### config.mk
export PLATFORM = sky130hd
export DESIGN_NAME = writeback_stage
export DESIGN_NICKNAME = d
export VERILOG_FILES = /design/src/rtl/writeback_stage.sv
export SDC_FILE = /design/constraint.sdc
export NUM_CORES = 1
export LEC_CHECK = 0
export ABC_CLOCK_PERIOD_IN_PS = 6200
export CORE_AREA = 5 5 153 155
export CTS_CLUSTER_SIZE = 25
export DETAILED_ROUTE_END_ITERATION = 10
export DIE_AREA = 0 0 158 160
export MAX_ROUTING_LAYER = met4
export PLACE_DENSITY = 0.57
export SLEW_MARGIN = 20
export SYNTH_ARGS = -nofsm -noshare
export SYNTH_HDL_FRONTEND = slang
export SYNTH_SLANG_ARGS = --single-unit
### constraint.sdc
create_clock -name clk -period 6.2 [get_ports clk]
set_input_delay 1.24 -clock clk [delete_from_list [all_inputs] [get_ports clk]]
set_output_delay 1.24 -clock clk [all_outputs]
set_load 0.02 [all_outputs]
### src/rtl/writeback_stage.sv
// Final pipeline stage: commits exec results to the register file, selects the next PC,
// and queues console bytes in a small FIFO drained over a valid/ready stream.
module writeback_stage #(
    parameter logic [31:0] RESET_PC   = 32'h0,
    parameter int unsigned FIFO_DEPTH = 4
) (
    input  logic        clk,
    input  logic        rstn,
    input  logic        enable,
    input  logic [3:0]  wselector,
    input  logic [31:0] data,
    input  logic [4:0]  rd_in,
    input  logic [31:0] pc_in,
    input  logic [31:0] pc_cur,
    output logic        done,
    output logic        busy,
    output logic        reg_we,
    output logic [4:0]  reg_waddr,
    output logic [31:0] reg_wdata,
    output logic [31:0] pc_next,
    output logic [7:0]  tx_data,
    output logic        tx_valid,
    input  logic        tx_ready
);

    localparam int unsigned PTR_W = $clog2(FIFO_DEPTH);
    localparam logic [PTR_W:0] DEPTH_C = (PTR_W + 1)'(FIFO_DEPTH);

    typedef enum logic {
        IDLE,
        STALL
    } state_t;

    state_t           state;
    logic [7:0]       mem [FIFO_DEPTH];
    logic [PTR_W-1:0] wr_ptr;
    logic [PTR_W-1:0] rd_ptr;
    logic [PTR_W:0]   count;
    logic [7:0]       stall_byte;

    logic       pop;
    logic       free;
    logic       push_req;
    logic       push;
    logic [7:0] push_byte;

    logic unused_bits;
    assign unused_bits = ^{wselector[0], pc_in[1:0]};

    assign tx_valid = (count != '0);
    assign tx_data  = mem[rd_ptr];
    assign pop      = tx_valid && tx_ready;
    // A slot freed by a same-cycle pop is usable, so a full FIFO can still accept.
    assign free     = (count < DEPTH_C) || pop;

    always_comb begin
        push_req  = 1'b0;
        push_byte = stall_byte;
        if (state == STALL) begin
            push_req = 1'b1;
        end else if (enable && wselector[3]) begin
            push_req  = 1'b1;
            push_byte = data[7:0];
        end
    end

    assign push = push_req && free;

    always_ff @(posedge clk) begin
        if (rstn && push) begin
            mem[wr_ptr] <= push_byte;
        end
    end

    always_ff @(posedge clk) begin
        if (!rstn) begin
            state      <= IDLE;
            done       <= 1'b0;
            busy       <= 1'b0;
            reg_we     <= 1'b0;
            reg_waddr  <= '0;
            reg_wdata  <= '0;
            pc_next    <= RESET_PC;
            stall_byte <= '0;
            wr_ptr     <= '0;
            rd_ptr     <= '0;
            count      <= '0;
        end else begin
            reg_we <= 1'b0;
            done   <= 1'b0;

            case (state)
                IDLE: begin
                    if (enable) begin
                        if (wselector[1] && (rd_in != 5'd0)) begin
                            reg_we    <= 1'b1;
                            reg_waddr <= rd_in;
                            reg_wdata <= data;
                        end
                        pc_next <= wselector[2] ? {pc_in[31:2], 2'b00} : pc_cur + 32'd4;
                        if (wselector[3] && !free) begin
                            stall_byte <= data[7:0];
                            busy       <= 1'b1;
                            state      <= STALL;
                        end else begin
                            done <= 1'b1;
                        end
                    end
                end
                STALL: begin
                    if (free) begin
                        busy  <= 1'b0;
                        done  <= 1'b1;
                        state <= IDLE;
                    end
                end
                default: state <= IDLE;
            endcase

            if (push) begin
                wr_ptr <= wr_ptr + 1'b1;
            end
            if (pop) begin
                rd_ptr <= rd_ptr + 1'b1;
            end
            case ({push, pop})
                2'b10:   count <= count + 1'b1;
                2'b01:   count <= count - 1'b1;
                default: count <= count;
            endcase
        end
    end

endmodule

# Yosys cells after proc, flatten, opt, wreduce, memory -nomap -nowiden
# Memories as Yosys holds them, arrays and structs flattened. A register that Yosys moved wholly into a read port is not among the register bits.
# Index checks and enable logic that the tools add are counted.
[word_totals] ram_bits=32 output_inout_bits=81 latchBits=0 memories=1 mem_bits_ro=0 register_bits=88 word_cells=65
[op_classes] n_eq_ne=5 n_lt_le_gt_ge=1 n_mul=0 n_addsub=5 reduce_logical=16 div_mod_pow=0 bitwise_logic=3 n_shift=0 mux=23
[mem_list] memory="mem" words=4 width=8 rd=1 rd_ports_with_merged_regs=1 wr=1 line_no="35" text="logic [7:0] mem [FIFO_DEPTH];"
[op_table] operator="adder 32 x 3 -> 32 bit, second input constant" n=1
[op_table] operator="two-way mux 32 bit" n=1
[op_table] operator="two-way mux 8 bit" n=2
[op_table] operator="two-way mux 1 bit" n=14
[op_table] operator="AND reduction 3 bit" n=3
[op_table] operator="logical AND 1 bit" n=6
[op_table] operator="one-hot mux 1 bit (2 select lines)" n=3
[op_table] operator="one-hot mux 3 bit (2 select lines)" n=1
[op_table] operator="nonzero test 5 bit" n=1
[op_table] operator="adder 2 x 1 -> 2 bit, second input constant" n=2
[op_table] operator="two-way mux 2 bit" n=2
[op_table] operator="inequality test 2 bit, second input constant" n=2
[op_table] operator="adder 3 x 1 -> 3 bit, second input constant" n=1
[op_table] operator="< comparator 3 bit, second input constant" n=1
[op_table] operator="inverter 1 bit" n=3
[op_table] operator="nonzero test 3 bit" n=1
[op_table] operator="OR reduction 3 bit" n=1
[op_table] operator="subtractor 3 x 1 -> 3 bit, second input constant" n=1
[op_table] operator="equality test 2 x 1 -> 1 bit, second input constant" n=1
[op_table] operator="equality test 2 bit, second input constant" n=1
[op_table] operator="inequality test 2 x 1 -> 1 bit, second input constant" n=1
[op_table] operator="AND reduction 2 bit" n=1
[op_table] operator="nonzero test 2 bit" n=1
[op_table] operator="zero test 1 bit" n=1
[op_table] operator="logical OR 1 bit" n=1

# Logic depth before layout (Yosys ltp)
[logic_depth] ltp_word=8 depth_mapped=10 mapped_depth_nobuf=9

# Worst setup path after synthesis
# OpenSTA, ideal clock, no wires.
[synth_path] kind="input to register" from="input tx_ready" to="register count[2]" arrival_ps=2887 slack_ps=3242 path_stages=10 setup_ps=70 path_cell_list="nand2b_1 -> nor2b_1 -> clkbuf_1 -> inv_1 -> ha_1 -> inv_1 -> fa_1 -> xor2_1 -> or3_1 -> a21oi_1"
[synth_between] elab_chain_len=5 elab_cells_between_ends=7 classes_between="2 x eq/ne; 1 x mux; 4 x reduce/logical"
[synth_lines] item="from (decl)" line_no="23" text="input logic tx_ready"
[synth_lines] item="logical AND 1 bit *" line_no="52" text="assign pop = tx_valid && tx_ready;"
[synth_lines] item="logical OR 1 bit" line_no="54" text="assign free = (count < DEPTH_C) || pop;"
[synth_lines] item="logical AND 1 bit" line_no="67" text="assign push = push_req && free;"
[synth_lines] item="equality test 2 x 1 -> 1 bit / equality test 2 bit (equally long branches)" line_no="126" text="case ({push, pop})"
[synth_lines] item="one-hot mux 3 bit (2 select lines) / nonzero test 2 bit (equally long branches)"
[synth_lines] item="to (signal assigned)" line_no="127" text="2'b10: count <= count + 1'b1;"
[synth_lines] item="to (signal assigned)" line_no="128" text="2'b01: count <= count - 1'b1;"
[synth_lines] item="to (signal assigned)" line_no="129" text="default: count <= count;"
[synth_lines] item="to (decl)" line_no="38" text="logic [PTR_W:0] count;"
# Every way passes the cells marked *; elsewhere a longest branch is shown, timed or not.
# A chain may end at the register's enable or synchronous reset.

==> metrics.yaml <==
post_cts_resized: 0
synth_cells: 566
leakage_nw: 2.81
powerDensity_nw_per_um2: 289
die_area_um2: 25300
ys.warnings.count: 0
multiInputGateArea_um2: 2390
synth_commonest_cells: "nand2_1 (105), dfxtp_1 (90), a21oi_1 (82)"
start_util_pct: 24.7
grt_first_pass_wirelength_um: 25900
routedWlPerCell_um: 16.1
max_stage_delay_ns: 0.68
cp.arrival_ns: 2.25
async_flop_share_pct: 0
fin_skew_ns: 0.00632
core_area_um2: 21700
cts_tree: "yes"
synth_top_area_cell: "dfxtp_1"
utilization_pct: 37.1
hold_path_class: "flop to flop"
cts_buffer_depth: 2
die_height_um: 160
synth_xor_area_share_pct: 5.07
timing_worst_setup_path_type: "flop to output pin"
rsz0062_at_grt: "no"
synthTopCellsByArea: "dfxtp_1 (34%), edfxtp_1 (18%), a21oi_1 (7.7%)"
clk_pin_slew_worst_paths_ns: 0.06
avgViaCountPerCell: 4.51
yosys.area_share.adder_pct: 1.78
synthMuxAreaShare_pct: 5.61
synth_area_um2: 5350
cts.htree.levels: 4
period_minus_slack_ns: 3.49
synth_top_family_by_area: "simple AND/OR/NAND/NOR gates"
synth-simple-area-share_pct: 18.4
ant_nets: 0
cp_num_buf_inv: 1
finalWirelength_um: 16700
status: "completed"
critical_path.cell_chain: "mux4_2 > clkdlybuf4s50_1"
endpoint_kind: "output pin"
yosysTopAreaCellShare_pct: 33.7
synth_nets: 682
maxCapViolCount: 0
cts_buffers: 17
clock_latency_ns: 0.41
num_rows: 54
final.setup.tns_ns: 0
synth_flop_cell: "dfxtp_1"
cp_max_fo: 8
post-route-period-util_pct: 56.4
vdd_drop_max_v: 0.000136
final_nets: 856
finalSetupViolCount: 0
io_pins: 190
tightest_slew_ns: 0.767
synth.avg_cell_area_um2: 9.46
post_cts_buffers: 0
antenna_found_initial: 0
port_buffers: 186
grt_max_degree: 57
relSlewSlack_pct: 48.9
cts_root_buf: "clkbuf_16"
path_delay_family: "flip-flops"
die_w_um: 158
first_global_vias: 4641
layout-drive-gt1-share_pct: 7.57
holdWs_ns: 0.451
area_growth_pct: 50.3
required_ns: 4.96
n_fill_cell: 2200
yosys.cell_count.top_type: "nand2_1"
dp_hpwl_um: 12000
synth-compound-area-share_pct: 13.6
cpMaxStageDelayCell: "dfxtp_1"
synth_seq_cells: 122
ys_seq_area_share_pct: 51.6
fmax_mhz: 286
grt.overflow.total: 0
drt_iter0_markers: 246
ys_types: 45
vias: 4661
diodes: 0
layout.area.seq_um2: 2760
slew_viol_final: 0
hold_violations: 0
routabilityCongestion: 0.815
cts.sinks: 122
first_pass_iters: 4
synth_edf_count: 32
drc: 0
cp-start-kind: "flop"
cts_hold_buf: 0
globalRouteTotalUtil_pct: 13.6
==> worst register-to-register path, delay by kind of cell, from the launching register on <==
family                     cells  cell delay [ns]
and+or+nand+nor                3             0.83
adders and majority gates      2             0.40
buffers and inverters          3             0.36
DFF                            1             0.32
AOI/OAI and AO/OA              1             0.14
xor gates and xnor gates       1             0.07
==> state kept, by name (all words and copies together) (netlist names), named ones only <==
register    cells
busy            1
count           3
done            1
mem            32
pc_next        32
rd_ptr          2
reg_waddr       5
reg_wdata      32
reg_we          1
stall_byte      8
state           1
wr_ptr          2
==> through the flow <==
step                      worst slack (ns)  instance area, µm²  instances  power [mW]
final                                 2.71                8050       1033        2.33
after global routing                  2.59                8050       1033        2.44
after CTS                             2.66                8050       1033        2.36
after detailed placement              2.58                7470       1001        1.39
after global placement                2.39                7470       1001        1.39
after floorplan                       3.24                5350        566        1.16
==> layer usage <==
| layer | share of wire, % | track usage [%] | wire (µm) | up-vias |
|---|---|---|---|---|
| met2 | 47 | 20.8 | 7770 | 141 |
| met3 | 7.7 | 5.01 | 1280 | 18 |
| li1 | - | - | - | 2338 |
| met4 | 1.1 | 3.18 | 176 | 0 |
| met5 | 0 | - | 0 | - |
| met1 | 45 | 17.0 | 7440 | 2164 |
==> layout make-up <==
type | instances | share of cell area, %
Clock inverter | 13 | 1.45
Inverter | 14 | 0.653
Multi-Input combinational cell | 391 | 29.7
Sequential cell | 122 | 34.3
Timing Repair Buffer | 194 | 23.9
Clock buffer | 19 | 5.65
Tap cell | 280 | 4.35
==> power breakdown <==
| group | switching, mW | internal (mW) |
|---|---|---|
| logic | 0.223 | 0.238 |
| clock network | 0.379 | 0.577 |
| registers | 0.0419 | 0.866 |
==> final timing paths <==
| check | from | endpoint | slack [ns] | depth (start not counted) |
|---|---|---|---|---|
| max | flop | tx_data[7] | 2.71 | 2 |
| min | reg_wdata[15]$_SDFFE_PN0P_ | reg_wdata[15]$_SDFFE_PN0P_ | 0.45 | 2 |
| max reg2reg | count[2]$_SDFFE_PN0P_ | count[2]$_SDFFE_PN0P_ | 4.00 | 10 |
| min reg2reg | reg_wdata[15]$_SDFFE_PN0P_ | reg_wdata[15]$_SDFFE_PN0P_ | 0.45 | 2 |
==> logic make-up after synthesis <==
| logic type | after synthesis |
|---|---|
| fa+ha+maj | 7 |
| compound gates | 130 |
| simple gates | 204 |
| buf+inv | 53 |
| xor+xnor | 31 |
| mux | 19 |
| flops | 122 |
==> cells in the final DEF, fill, tap and decap left out, drive strengths merged, types with 6 or more instances in the layout <==
cell	netlist	layout
ha	6	6
o22ai	11	11
o211ai	9	9
nand2	105	105
nor2	25	25
o21ai	18	18
mux4	8	8
xnor2	25	25
nor3	9	9
nand3	11	11
xor2	6	6
a21oi	82	82
clkbuf	33	19
clkdlybuf4s50	0	186
edfxtp	32	32
mux2	8	8
and3	17	17
nand3b	10	10
inv	14	17
buf	6	8
clkinv	0	6
nand4	7	7
dfxtp	90	90
No activity file was read; power rests on OpenSTA's default activity.
